==> config.mk <==
export PLATFORM = sky130hd
export DESIGN_NAME = ita_output_writer
export DESIGN_NICKNAME = d
export VERILOG_FILES = /design/src/rtl/ita_output_writer.sv
export SDC_FILE = /design/constraint.sdc
export NUM_CORES = 2
export LEC_CHECK = 0
export BUFFER_PORTS_ARGS = -buffer_cell sky130_fd_sc_hd__clkbuf_2
export CORE_MARGIN = 3
export CORE_UTILIZATION = 45
export CTS_CLUSTER_DIAMETER = 50
export CTS_CLUSTER_SIZE = 8
export DETAILED_ROUTE_END_ITERATION = 16
export GPL_TIMING_DRIVEN = 0
export PLACE_DENSITY = 0.67
export SYNTH_ARGS = -nofsm -noshare
export SYNTH_HDL_FRONTEND = slang
export SYNTH_SLANG_ARGS = --single-unit
==> constraint.sdc <==
create_clock -name clk_i -period 20 [get_ports clk_i]
set_clock_uncertainty 0.2 [all_clocks]
set_input_delay 2 -clock clk_i [delete_from_list [all_inputs] [get_ports clk_i]]
set_output_delay 2 -clock clk_i [all_outputs]
set_load 0.05 [all_outputs]
==> src/rtl/ita_output_writer.sv <==
// Writes the ITA output stream to memory as a 2-D tile of beats, with a 2-entry
// skid buffer between the accelerator handshake and the req/gnt write port.
module ita_output_writer #(
    parameter int N  = 16,
    parameter int WI = 8,
    parameter int AW = 32,
    parameter int DW = N * WI,
    parameter int CW = 16
) (
    input  logic            clk_i,
    input  logic            rst_i,
    input  logic            start_i,
    input  logic [AW-1:0]   base_addr_i,
    input  logic [AW-1:0]   row_stride_i,
    input  logic [CW-1:0]   tile_rows_i,
    input  logic [CW-1:0]   tile_cols_i,
    input  logic            inp_valid_i,
    output logic            inp_ready_o,
    input  logic [DW-1:0]   inp_data_i,
    output logic            mem_req_o,
    input  logic            mem_gnt_i,
    output logic [AW-1:0]   mem_addr_o,
    output logic [DW-1:0]   mem_wdata_o,
    output logic [DW/8-1:0] mem_be_o,
    output logic            busy_o,
    output logic            done_o
);

    localparam int BW = DW / 8;

    typedef enum logic [1:0] {IDLE, RUN, DRAIN, DONE} state_t;

    state_t          state_q, state_d;
    logic [2*CW-1:0] total_q, acc_q;
    logic [CW-1:0]   cols_q, col_q;
    logic [AW-1:0]   stride_q, row_base_q;
    logic [DW-1:0]   buf_q [2];
    logic            wr_ptr_q, rd_ptr_q;
    logic [1:0]      occ_q;
    logic            push, pop, start_ok, zero_tile, last_push;

    assign start_ok    = (state_q == IDLE) && start_i;
    assign zero_tile   = (tile_rows_i == '0) || (tile_cols_i == '0);
    assign inp_ready_o = (state_q == RUN) && (occ_q != 2'd2) && (acc_q < total_q);
    assign push        = inp_valid_i && inp_ready_o;
    assign pop         = mem_req_o && mem_gnt_i;
    assign last_push   = push && ((acc_q + (2*CW)'(1)) == total_q);

    always_comb begin
        state_d = state_q;
        busy_o  = 1'b0;
        done_o  = 1'b0;
        case (state_q)
            IDLE: begin
                if (start_i) state_d = zero_tile ? DONE : RUN;
            end
            RUN: begin
                busy_o = 1'b1;
                if (last_push) state_d = DRAIN;
            end
            DRAIN: begin
                busy_o = 1'b1;
                // The popped beat is the last one once the buffer empties here.
                if (pop && (occ_q == 2'd1)) state_d = DONE;
            end
            DONE: begin
                done_o  = 1'b1;
                state_d = IDLE;
            end
            default: state_d = IDLE;
        endcase
    end

    always_ff @(posedge clk_i or posedge rst_i) begin
        if (rst_i) begin
            state_q    <= IDLE;
            total_q    <= '0;
            acc_q      <= '0;
            cols_q     <= '0;
            col_q      <= '0;
            stride_q   <= '0;
            row_base_q <= '0;
            wr_ptr_q   <= 1'b0;
            rd_ptr_q   <= 1'b0;
            occ_q      <= '0;
        end else begin
            state_q <= state_d;
            if (start_ok) begin
                total_q    <= (2*CW)'(tile_rows_i) * (2*CW)'(tile_cols_i);
                acc_q      <= '0;
                cols_q     <= tile_cols_i;
                stride_q   <= row_stride_i;
                row_base_q <= base_addr_i;
                col_q      <= '0;
            end
            if (push) begin
                acc_q    <= acc_q + (2*CW)'(1);
                wr_ptr_q <= ~wr_ptr_q;
            end
            case ({push, pop})
                2'b10:   occ_q <= occ_q + 2'd1;
                2'b01:   occ_q <= occ_q - 2'd1;
                default: occ_q <= occ_q;
            endcase
            // Output-side address walk advances only on a granted beat.
            if (pop) begin
                rd_ptr_q <= ~rd_ptr_q;
                if (col_q == cols_q - CW'(1)) begin
                    col_q      <= '0;
                    row_base_q <= row_base_q + stride_q;
                end else begin
                    col_q <= col_q + CW'(1);
                end
            end
        end
    end

    // Beat storage carries no reset; outputs are gated by occupancy instead.
    always_ff @(posedge clk_i) begin
        if (push) buf_q[wr_ptr_q] <= inp_data_i;
    end

    assign mem_req_o   = (occ_q != 2'd0);
    assign mem_addr_o  = mem_req_o ? (row_base_q + AW'(col_q) * AW'(BW)) : '0;
    assign mem_wdata_o = mem_req_o ? buf_q[rd_ptr_q] : '0;
    assign mem_be_o    = mem_req_o ? '1 : '0;

endmodule

==> results by group <==
Clock tree
  – H-tree depth: 3
  – CTS tree: built
  – Setup repair bufs after CTS: 0
  – TritonCTS Sinks: 422
  – Max clock buf depth: 3
  – Clock Latency Late Sink: 620 ps
  – CTS clock-pin slew for the worst setup and hold paths: ~50 ps
  – Cts bufs inserted: 71
  – Gates resized, CTS repair: 0
  – Hold-fix buffers, CTS: 0
  – Root buffer cell: clkbuf_16

Worst setup path
  – Critical Path End Type: flip-flop
  – Worst r2r src: acc_q[1]
  – R2R cell count: 15
  – CP peak stage delay: 630 ps
  – Top delay family on crit path: adder cells
  – Max Fanout on Critical Path: 10
  – Required time of the worst setup path: 20310 ps
  – Most frequent CP cell: fa_1
  – CP Launch Type: primary input
  – Worst reg-to-reg setup slack: around 15000 ps
  – Critical Path AT: between 9000 and 10000 ps
  – CP bufs+invs: 5
  – Crit path cell chain: clkbuf_1 -> clkbuf_1 -> nand2_1 -> fa_1 -> inv_1 -> fa_1 -> fa_1 -> fa_1 -> fa_1 -> inv_1 -> fa_1 -> inv_1 -> ha_1 -> a21o_1 -> a21oi_1 -> nor2b_1 -> a2111oi_0 -> nor3b_1 -> a211oi_1 -> a21oi_1 -> o31a_1 -> o21a_1 -> o31ai_1
  – Kind of critical path: in2reg
  – Reg2reg end: buf_q[0][57]
  – End of the critical path: total_q[28]
  – Slowest-stage cell, CP: clkbuf_1
  – Critical path startpoint: tile_cols_i[11]
  – Stages on worst setup path: 23

STA
  – Slew @ Worst Pin: 1200 ps
  – Max_slew headroom: between 10% and 20%
  – Final worst slack: 11290 ps
  – Final setup viols: 0
  – Fin crit share: between 40% and 50%
  – Tmin final: 8710 ps
  – Max Slew Vio Count: 0
  – Final hold vios: 0
  – RSZ-0062 raised after global routing: false
  – F_max: 0.115 GHz
  – Setup total negative slack: 0 ps

Yosys
  – Post-synth EDFFs: approximately 260
  – Synthesized flop and latch total: 422
  – Most used flip-flop cell after synthesis: edfxtp_1
  – Sequential area share after synthesis: 39.2%
  – Syn. warnings: 0
  – Ys async rst share: about 39%
  – Syn_nets: between 3000 and 4000
  – Distinct cells, synth: 74
  – Cell area after synthesis: 30200 sq um
  – Synth Instances: 3002
  – Mapped Avg Cell Area: 10.1 sq um

Die
  – Die footprint: 70200 sq um
  – Die W: approximately 260 microns
  – Row cnt: 94
  – Initial Util: roughly 46%
  – Top-level port count: 409
  – Chip height: approximately 260 microns
  – Core Footprint: roughly 66000 sq um

Cells and area
  – FILL cells: between 6000 and 7000
  – Post-Route Utilization: 54.0%
  – Sequential cell area: 11800 sq um
  – Area of the multi-input gates: 16600 sq um
  – Area growth from synthesis to layout: 18.3%
  – Nets: 4101
  – Commonest non-fill, non-tap cells in the layout: clkbuf_2, nand2_1, inv_1
  – Layout cells sized above 1: between 15 and 20%
  – Leading cell type in the layout, fill and taps excluded: clkbuf_2

Global routing
  – Largest net degree at the start of global routing: 116
  – GR Util All Layers: 25.0%
  – Vias in the first global route: 23800
  – Total congestion overflow: 0
  – First-pass GRT wire length: 136 mm
  – Antenna violations before repair: 11

Place
  – Final weighted congestion in routability-driven placement: 0.918
  – Post-placement setup slack: between 10000 and 15000 ps
  – I/O Buffers: 398
  – Post-DP HPWL: 67.4 mm

Routing
  – Iter 0 DRT Violations: 1482
  – WL/cell: around 20 microns
  – DRC Markers: 0
  – Drt via density: 5.34
  – Post-Route WL: 87.6 mm
  – Antenna viol nets, final: 0
  – First drt pass iteration count: 5
  – Via count: 23400

Job
  – Max-cap viol count: 0

Pwr
  – Peak supply drop: 172 uV
  – Leak pwr: 16.5 nW
  – Power per Cell Area: approximately 190 nW/um^2
  – Overall Power: 6.62 mW

Hold path
  – Worst hold path type: reg2reg

Outcome
  – Outcome: finished, final reports clean
[layer usage]
layer	vias to the layer above	part of all wire [%]	global-route usage, %
met5	-	0.056	0
li1	11100	-	-
met2	865	47	40.6
met3	200	8.7	7.48
met4	6	3.5	9.19
met1	11200	41	31.7
[how the worst min path moves through the flow]
stage / to / from / slack [ps] / cells past startpoint
after global placement: stride_q[2] / stride_q[2] / 270 / 2
after global routing: stride_q[24] / stride_q[24] / 310 / 2
after detailed placement: stride_q[2] / stride_q[2] / 270 / 2
after floorplan: total_q[0] / total_q[0] / 250 / 2
final: stride_q[2] / stride_q[2] / 280 / 2
after CTS: stride_q[2] / stride_q[2] / 290 / 2
[flip-flops by register name, summed over array words and instances (netlist names)]
signal	count
buf_q	256
acc_q	32
row_base_q	32
stride_q	32
total_q	32
col_q	16
cols_q	16
occ_q	2
state_q	2
rd_ptr_q	1
wr_ptr_q	1
[cells in the mapped netlist (4+ instances only)]
library cell	n	share of area, %
nand2_1	396	4.9
inv_1	285	3.5
nor2_1	263	3.3
edfxtp_1	256	25
fa_1	196	13
ha_1	195	8.1
dfrtp_1	166	14
mux2i_1	153	5.1
o21ai_0	138	2.3
and2_1	115	2.4
clkbuf_1	110	1.4
a21oi_1	105	1.7
xnor2_1	80	2.3
xor2_1	62	1.8
nand3_1	51	0.85
and3_1	45	0.93
a21o_1	40	1.0
nand4_1	29	0.60
nor2b_1	28	0.58
nand2b_1	27	0.56
nor3_1	27	0.45
o31ai_1	25	0.62
o21a_1	19	0.47
buf_1	18	0.22
a211oi_1	17	0.42
buf_4	16	0.40
nor4_1	13	0.27
o41ai_1	11	0.32
a2111oi_0	8	0.23
o21bai_1	8	0.20
a311oi_1	6	0.17
a31oi_1	6	0.12
buf_2	6	0.10
o21ai_1	6	0.10
o31a_1	5	0.15
a211o_1	4	0.12
and4_1	4	0.12
nand3b_1	4	0.10
o211ai_1	4	0.10
[stage by stage]
step	cell area (sq um)	cells	hold slack (ps)
2_1_floorplan	30200	3002	245
3_3_place_gp	33200	4264	271
3_5_place_dp	33500	4272	275
4_1_cts	35700	4377	289
5_1_grt	35700	4380	308
6_report	35700	4386	279
[worst reg2reg max path, stage by stage (launching register included)]
cell	delay, ps
dfrtp_1	420
ha_1	280
nor2b_1	120
o21a_1	120
o21ai_0	110
a21oi_1	190
o21ai_0	190
a311oi_1	510
a311o_1	250
clkbuf_1	490
clkbuf_1	590
clkbuf_1	580
nor2_4	80
buf_12	200
buf_12	230
buf_12	200
[cells by family (layout without fill, tap and decap cells)]
logic type,Yosys count,after routing,share of synthesized area (%)
DFF,422,422,39.2
muxes,156,156,5.19
buffers and inverters,436,947,5.65
AOI/OAI and AO/OA,433,433,9.01
adders and majority gates,391,391,21.1
xor gates and xnor gates,142,142,4.12
and+or+nand+nor,1022,1022,15.7
other,0,9,0
[power breakdown]
part           leakage [nW]  total (mW)  internal [mW]  switching (mW)
combinational          11.0        4.20           1.46            2.74
sequential             4.44        1.28           1.14           0.145
clock                  1.06        1.13          0.701           0.429
total                  16.5        6.62           3.30            3.32
[layout make-up]
type                       count  share of cell area, %
sequential                   422                   33.2
clock inverter                22                  0.985
buffer                       150                   1.77
antenna                        9                 0.0631
inverter                     286                   3.03
multi-input combinational   2144                   46.6
timing repair buffer         406                   6.11
clock buffer                  83                   5.19
tap                          864                   3.03
(Power assumes the default switching activity.)
